[src/rtl/cr_host_port_pkg.sv]
// Shared types and constants for the control-register host port.
// Widths and defaults here are also used by the control register block.
package cr_host_port_pkg;

    localparam int CR_ADDR_W  = 4;
    localparam int CR_DATA_W  = 8;
    localparam int CR_TIMEOUT = 15;

    typedef logic [CR_ADDR_W-1:0] cr_addr_t;
    typedef logic [CR_DATA_W-1:0] cr_data_t;

    typedef logic [2:0] hp_state_t;

    localparam hp_state_t HP_IDLE     = 3'd0;
    localparam hp_state_t HP_SHIFT    = 3'd1;
    localparam hp_state_t HP_ISSUE    = 3'd2;
    localparam hp_state_t HP_WAIT_ACK = 3'd3;
    localparam hp_state_t HP_REPLY    = 3'd4;
    localparam hp_state_t HP_DONE     = 3'd5;

    // Frame is R/W bit, then address, then data.
    function automatic int hp_frame_w(input int aw, input int dw);
        return 1 + aw + dw;
    endfunction

endpackage

[src/rtl/cr_host_shifter.sv]
// Parallel-load shift register with bit counter. Deserializes tester frames
// (shift in at LSB) and serializes read replies (MSB leaves first).
module cr_host_shifter #(
    parameter int W     = 13,
    parameter int CNT_W = 4
) (
    input  logic             CLK,
    input  logic             nRST,
    input  logic             load,
    input  logic [W-1:0]     ld_data,
    input  logic             restart,
    input  logic             shift,
    input  logic             bit_in,
    output logic [W-1:0]     sh,
    output logic [CNT_W-1:0] cnt
);

    // load beats restart beats shift; restart seeds a fresh frame with its first bit
    always_ff @(posedge CLK or negedge nRST) begin
        if (!nRST) begin
            sh  <= '0;
            cnt <= '0;
        end else if (load) begin
            sh  <= ld_data;
            cnt <= '0;
        end else if (restart) begin
            sh  <= {{(W-1){1'b0}}, bit_in};
            cnt <= CNT_W'(1);
        end else if (shift) begin
            sh  <= {sh[W-2:0], bit_in};
            cnt <= cnt + CNT_W'(1);
        end
    end

endmodule

[src/rtl/cr_host_port.sv]
// Host-side serial front end: collects a tester frame, issues one control
// register read or write, waits for ack (with timeout) and shifts read data
// back out MSB first.
//
// state    | meaning
// ---------+-----------------------------------------------------------
// IDLE     | waiting for a rising edge of ser_en
// SHIFT    | collecting frame bits while ser_en stays high
// ISSUE    | latch addr/wdata, raise wr_en or rd_en
// WAIT_ACK | request held, ack timer running
// REPLY    | read data leaving on ser_out, DATA_W cycles
// DONE     | transaction finished, waiting for ser_en low
module cr_host_port
    import cr_host_port_pkg::*;
#(
    parameter int ADDR_W  = CR_ADDR_W,
    parameter int DATA_W  = CR_DATA_W,
    parameter int TIMEOUT = CR_TIMEOUT
) (
    input  logic              CLK,
    input  logic              nRST,
    input  logic              ser_en,
    input  logic              ser_in,
    output logic              ser_out,
    output logic              ser_out_valid,
    output logic              wr_en,
    output logic              rd_en,
    output logic [ADDR_W-1:0] addr,
    output logic [DATA_W-1:0] wdata,
    input  logic [DATA_W-1:0] rdata,
    input  logic              ack,
    output logic              busy,
    output logic              err
);

    localparam int FRAME_W = hp_frame_w(ADDR_W, DATA_W);
    localparam int CNT_W   = $clog2(FRAME_W + 1);
    localparam int TMR_W   = $clog2(TIMEOUT + 1);
    // Timer counts down from TIMEOUT-1 so that the request is held exactly
    // TIMEOUT cycles when the terminal count is reached without ack.
    localparam logic [TMR_W-1:0] TMR_LOAD = TMR_W'(TIMEOUT - 1);

    hp_state_t           state_q;
    hp_state_t           state_d;
    logic                ser_en_q;
    logic [TMR_W-1:0]    tmr_q;
    logic                err_q;
    logic                wr_en_q;
    logic                rd_en_q;
    logic [ADDR_W-1:0]   addr_q;
    logic [DATA_W-1:0]   wdata_q;

    logic                sh_load;
    logic                sh_restart;
    logic                sh_shift;
    logic                sh_bit;
    logic [FRAME_W-1:0]  sh_ld_data;
    logic [FRAME_W-1:0]  sh;
    logic [CNT_W-1:0]    sh_cnt;

    logic                frame_start;
    logic                tmr_tc;

    assign frame_start = ser_en && !ser_en_q;
    assign tmr_tc      = (tmr_q == '0);

    cr_host_shifter #(
        .W     (FRAME_W),
        .CNT_W (CNT_W)
    ) u_shifter (
        .CLK     (CLK),
        .nRST    (nRST),
        .load    (sh_load),
        .ld_data (sh_ld_data),
        .restart (sh_restart),
        .shift   (sh_shift),
        .bit_in  (sh_bit),
        .sh      (sh),
        .cnt     (sh_cnt)
    );

    // Next-state decode and shifter control
    always_comb begin
        state_d    = state_q;
        sh_load    = 1'b0;
        sh_restart = 1'b0;
        sh_shift   = 1'b0;
        sh_bit     = ser_in;
        sh_ld_data = {rdata, {(FRAME_W-DATA_W){1'b0}}};
        case (state_q)
            HP_IDLE: begin
                if (frame_start) begin
                    sh_restart = 1'b1;
                    state_d    = HP_SHIFT;
                end
            end
            HP_SHIFT: begin
                if (ser_en) begin
                    sh_shift = 1'b1;
                    if (sh_cnt == CNT_W'(FRAME_W - 1)) begin
                        state_d = HP_ISSUE;
                    end
                end else begin
                    state_d = HP_IDLE;
                end
            end
            HP_ISSUE: begin
                state_d = HP_WAIT_ACK;
            end
            HP_WAIT_ACK: begin
                if (ack) begin
                    if (rd_en_q) begin
                        sh_load = 1'b1;
                        state_d = HP_REPLY;
                    end else begin
                        state_d = HP_DONE;
                    end
                end else if (tmr_tc) begin
                    state_d = HP_DONE;
                end
            end
            HP_REPLY: begin
                sh_shift = 1'b1;
                sh_bit   = 1'b0;
                if (sh_cnt == CNT_W'(DATA_W - 1)) begin
                    state_d = HP_DONE;
                end
            end
            HP_DONE: begin
                if (!ser_en) begin
                    state_d = HP_IDLE;
                end
            end
            default: begin
                state_d = HP_IDLE;
            end
        endcase
    end

    // State register and ser_en history for edge detection
    always_ff @(posedge CLK or negedge nRST) begin
        if (!nRST) begin
            state_q  <= HP_IDLE;
            ser_en_q <= 1'b0;
        end else begin
            state_q  <= state_d;
            ser_en_q <= ser_en;
        end
    end

    // Request, address/data latches and ack timer
    always_ff @(posedge CLK or negedge nRST) begin
        if (!nRST) begin
            wr_en_q <= 1'b0;
            rd_en_q <= 1'b0;
            addr_q  <= '0;
            wdata_q <= '0;
            tmr_q   <= '0;
        end else begin
            case (state_q)
                HP_ISSUE: begin
                    addr_q  <= sh[FRAME_W-2 -: ADDR_W];
                    wdata_q <= sh[DATA_W-1:0];
                    wr_en_q <= sh[FRAME_W-1];
                    rd_en_q <= !sh[FRAME_W-1];
                    tmr_q   <= TMR_LOAD;
                end
                HP_WAIT_ACK: begin
                    if (ack || tmr_tc) begin
                        wr_en_q <= 1'b0;
                        rd_en_q <= 1'b0;
                        tmr_q   <= '0;
                    end else begin
                        tmr_q <= tmr_q - TMR_W'(1);
                    end
                end
                default: begin
                end
            endcase
        end
    end

    // Sticky error: set by short frame or timeout, cleared at frame start
    always_ff @(posedge CLK or negedge nRST) begin
        if (!nRST) begin
            err_q <= 1'b0;
        end else if (state_q == HP_IDLE && frame_start) begin
            err_q <= 1'b0;
        end else if (state_q == HP_SHIFT && !ser_en) begin
            err_q <= 1'b1;
        end else if (state_q == HP_WAIT_ACK && !ack && tmr_tc) begin
            err_q <= 1'b1;
        end
    end

    assign wr_en         = wr_en_q;
    assign rd_en         = rd_en_q;
    assign addr          = addr_q;
    assign wdata         = wdata_q;
    assign err           = err_q;
    assign busy          = (state_q != HP_IDLE);
    assign ser_out_valid = (state_q == HP_REPLY);
    assign ser_out       = (state_q == HP_REPLY) && sh[FRAME_W-1];

endmodule
[config.mk]
export PLATFORM = sky130hd
export DESIGN_NAME = cr_host_port
export DESIGN_NICKNAME = d
export VERILOG_FILES = /design/src/rtl/cr_host_port_pkg.sv /design/src/rtl/cr_host_shifter.sv /design/src/rtl/cr_host_port.sv
export SDC_FILE = /design/constraint.sdc
export NUM_CORES = 1
export LEC_CHECK = 0
export CORE_MARGIN = 5
export CORE_UTILIZATION = 57
export CTS_CLUSTER_SIZE = 40
export DETAILED_ROUTE_END_ITERATION = 6
export MAX_ROUTING_LAYER = met4
export PLACE_DENSITY_LB_ADDON = 0.1
export SLEW_MARGIN = 30
export SYNTH_ARGS = -nofsm -noshare
export SYNTH_HDL_FRONTEND = slang
export SYNTH_SLANG_ARGS = --single-unit
[constraint.sdc]
create_clock -name CLK -period 3.2 [get_ports CLK]
set_input_delay 0.32 -clock CLK [delete_from_list [all_inputs] [get_ports CLK]]
set_output_delay 0.32 -clock CLK [all_outputs]
set_load 0.005 [all_outputs]
==> impl_metrics.yaml <==
floorplan:
  ioPinCount: 31
  num_rows: 21
  fp.dieH_microns: 69.9
  die_w_microns: 69.9
  die_area_sq_mm: 0.00489
  start_util_pct: 59.9
  core_sq_mm: 0.00342
worst_setup_path:
  r2r_start: "state_q[2]"
  cp.required_ns: 2.88
  crit_type: "register to output port"
  path_cells: "or2_2 > nor3_1 > clkdlybuf4s50_1"
  rr_endpoint: "addr[1]"
  critPathMaxFanout: 17
  r2r_setup_slack_ns: 1.03
  cp.arrival_ns: 2.13
  setup.worst_path.start_class: "register"
  reg2reg_depth: 4
  critical_path.endpoint_type: "output port"
  critPathSlowestCell: "dfrtp_1"
  slowest_delay_ns: 0.58
timing:
  setup_viol: 0
  slew_violations: 0
  hold_viol: 0
  fmaxAchievable_mhz: 408
  fin_crit_ns: 2.45
  slew_headroom_pct: 41.3
  clock_skew_ns: 0.0121
  worst_slew_pin_slew_ns: 0.880
  rsz0062_at_grt: "false"
  fin_crit_sh_pct: 76.6
  tns_ns: 0
global_routing:
  grt_start_max_net_pins: 41
  grt-ovfl-total: 0
  grt_pass1_wl_microns: 7630
  track_usage_pct: 20.0
  antenna_found_initial: 0
  grt_pass1_vias: 1643
placed_design:
  place_inst: 256
  placed_area_sq_mm: 0.00236
  portBuffers: 30
  routabilityCongestion: 0.909
  dp_hpwl_microns: 3050
synthesis:
  synth_nets: 204
  syn-cell-area_sq_mm: 0.00205
  yosys_warnings: 0
  synth_top_cell_area_share_pct: 48.9
  synth_area_leaders: "dfrtp_1, mux2_2, nand2b_1"
  async_flop_share_pct: 100
  ys_seq_area_share_pct: 48.9
  synth_ff_type: "dfrtp_1"
  synth_seq_cells: 40
  synth_area_per_cell_sq_um: 10.9
  synth_largest_area_cell: "dfrtp_1"
  synthDistinctLibCells: 40
  syn_inst: 188
  synth_edf_count: 0
drt:
  drc: 0
  post_drt_wl_per_cell_microns: 16.3
  first_iter_violations: 154
  vias: 1594
  antenna_left: 0
  dr.pass1.iters: 4
  drt-total-wl_microns: 4330
  avgViaCountPerCell: 6.02
clocking:
  clk_pin_slew_worst_paths_ns: 0.12
  cts_num_sinks: 40
  cts_htree_levels: 2
  cts_resized: 0
  cts_tree: "yes"
  clockBufferDepth: 2
  cts_buffers: 5
  root_buffer: "clkbuf_4"
  clk-insertion-delay-late_ns: 0.36
run:
  drv_cap: 0
layout:
  diodes: 0
  fin_nets: 234
  drive_gt1_share_pct: 13.7
  final_cells: 265
  utilization_pct: 72.0
  final_cell_area_sq_mm: 0.00246
  syn2layout_area_growth_pct: 20.1
power_and_ir_drop:
  vdd_ir_drop_max_v: 0.000554
  powerDensity_mw_per_mm2: 1020
  finalPower_mw: 2.52
  power_leakage_nw: 1.02
run_status:
  status: "finished clean"
min_path:
  hp-class: "input pin to asynchronous set/reset pin"
-- cells in the final DEF, fill, tap and decap left out, drive strengths merged, types with 2 or more instances in the layout --
master         count
ha                 3
nand4b             2
inv                7
clkdlybuf4s50     29
nand2b            13
and3b              3
o2bb2ai            2
a22o               9
nor2b              6
nor3b              2
nor3               5
nor2              10
a21oi              8
nand2              7
mux2              13
or2                2
mux2i              2
and2               3
dfrtp             40
o21ai             13
buf                2
a22oi             10
clkbuf             6
nand3b             2
a32o               8
-- synth_stat cells, types with 4 or more instances --
cell	instances
dfrtp_1	40
a21oi_1	7
buf_2	5
nand2b_1	13
nor2_1	9
nor3_1	4
a22o_1	9
mux2_2	13
a22oi_1	10
o21ai_0	8
o21ai_1	5
a32o_1	8
nand2_1	7
inv_1	7
nor2b_1	6
-- area by class of cell --
type / instances / area, sq um
Clock buffer: 6 / 51.3
Clock inverter: 2 / 38.8
Fill cell: 270 / 957
Inverter: 7 / 26.3
Multi-Input combinational cell: 132 / 968
Sequential cell: 40 / 1000
Tap cell: 46 / 57.6
Timing Repair Buffer: 32 / 315
-- power breakdown --
group | total [mW] | internal, mW | switching [mW]
logic | 1.16 | 0.673 | 0.483
registers | 1.00 | 0.742 | 0.262
clock network | 0.355 | 0.187 | 0.168
-- sequential cells by signal, summed over array words and instances (netlist names), 3 cells and up --
name and flops:
u_shifter.sh 13, addr 4, u_shifter.cnt 4, state_q 3, tmr_q 4, wdata 8
-- critical path, delay by kind of cell (launching register included) --
family / cells / cell delay [ns]
buffers and inverters: 1 / 0.54
DFF: 1 / 0.58
and+or+nand+nor: 2 / 0.65
-- timing repair --
action,in CTS,in global routing
hold buffers,0,1
endpoints found under the hold margin,0,40
setup buffers,0,0
setup endpoints to repair,0,0
-- worst max-delay path by stage --
| stage | start | end | slack [ns] | depth (start not counted) |
|---|---|---|---|---|
| after global placement | ack | u_shifter.sh[9] | 1.10 | 4 |
| final | state_q[0] | ser_out | 0.75 | 3 |
| after detailed placement | ser_en | u_shifter.sh[5] | 1.01 | 4 |
| after global routing | state_q[0] | ser_out | 0.63 | 3 |
| after floorplan | state_q[2] | addr[0] | 1.63 | 6 |
| after CTS | state_q[0] | ser_out | 0.73 | 3 |
-- metal layers --
layer | global-route usage, % | vias up | routed length (microns)
li1 | - | 752 | -
met1 | 24.8 | 796 | 1910
met2 | 31.4 | 39 | 2120
met3 | 4.30 | 7 | 208
met4 | 9.15 | 0 | 80
met5 | - | - | 0
-- stage by stage --
stage | hold WS (ns) | setup slack [ns]
2_1_floorplan | 0.0244 | 1.63
3_3_place_gp | 0.464 | 1.10
3_5_place_dp | 0.486 | 1.01
4_1_cts | 0.0841 | 0.734
5_1_grt | 0.513 | 0.628
6_report | 0.442 | 0.750
-- kinds of logic (layout without fill, tap and decap cells) --
group | Yosys count | after routing | synth area share [%]
flip-flops | 40 | 40 | 48.9
adder cells (fa/ha/maj) | 3 | 3 | 1.83
AND/OR/NAND/NOR | 59 | 59 | 17.4
multiplexers | 15 | 15 | 8.13
buffers and inverters | 16 | 47 | 3.79
AO/OA/AOI/OAI | 55 | 55 | 20.0
Power figures use the tool's default switching activity.
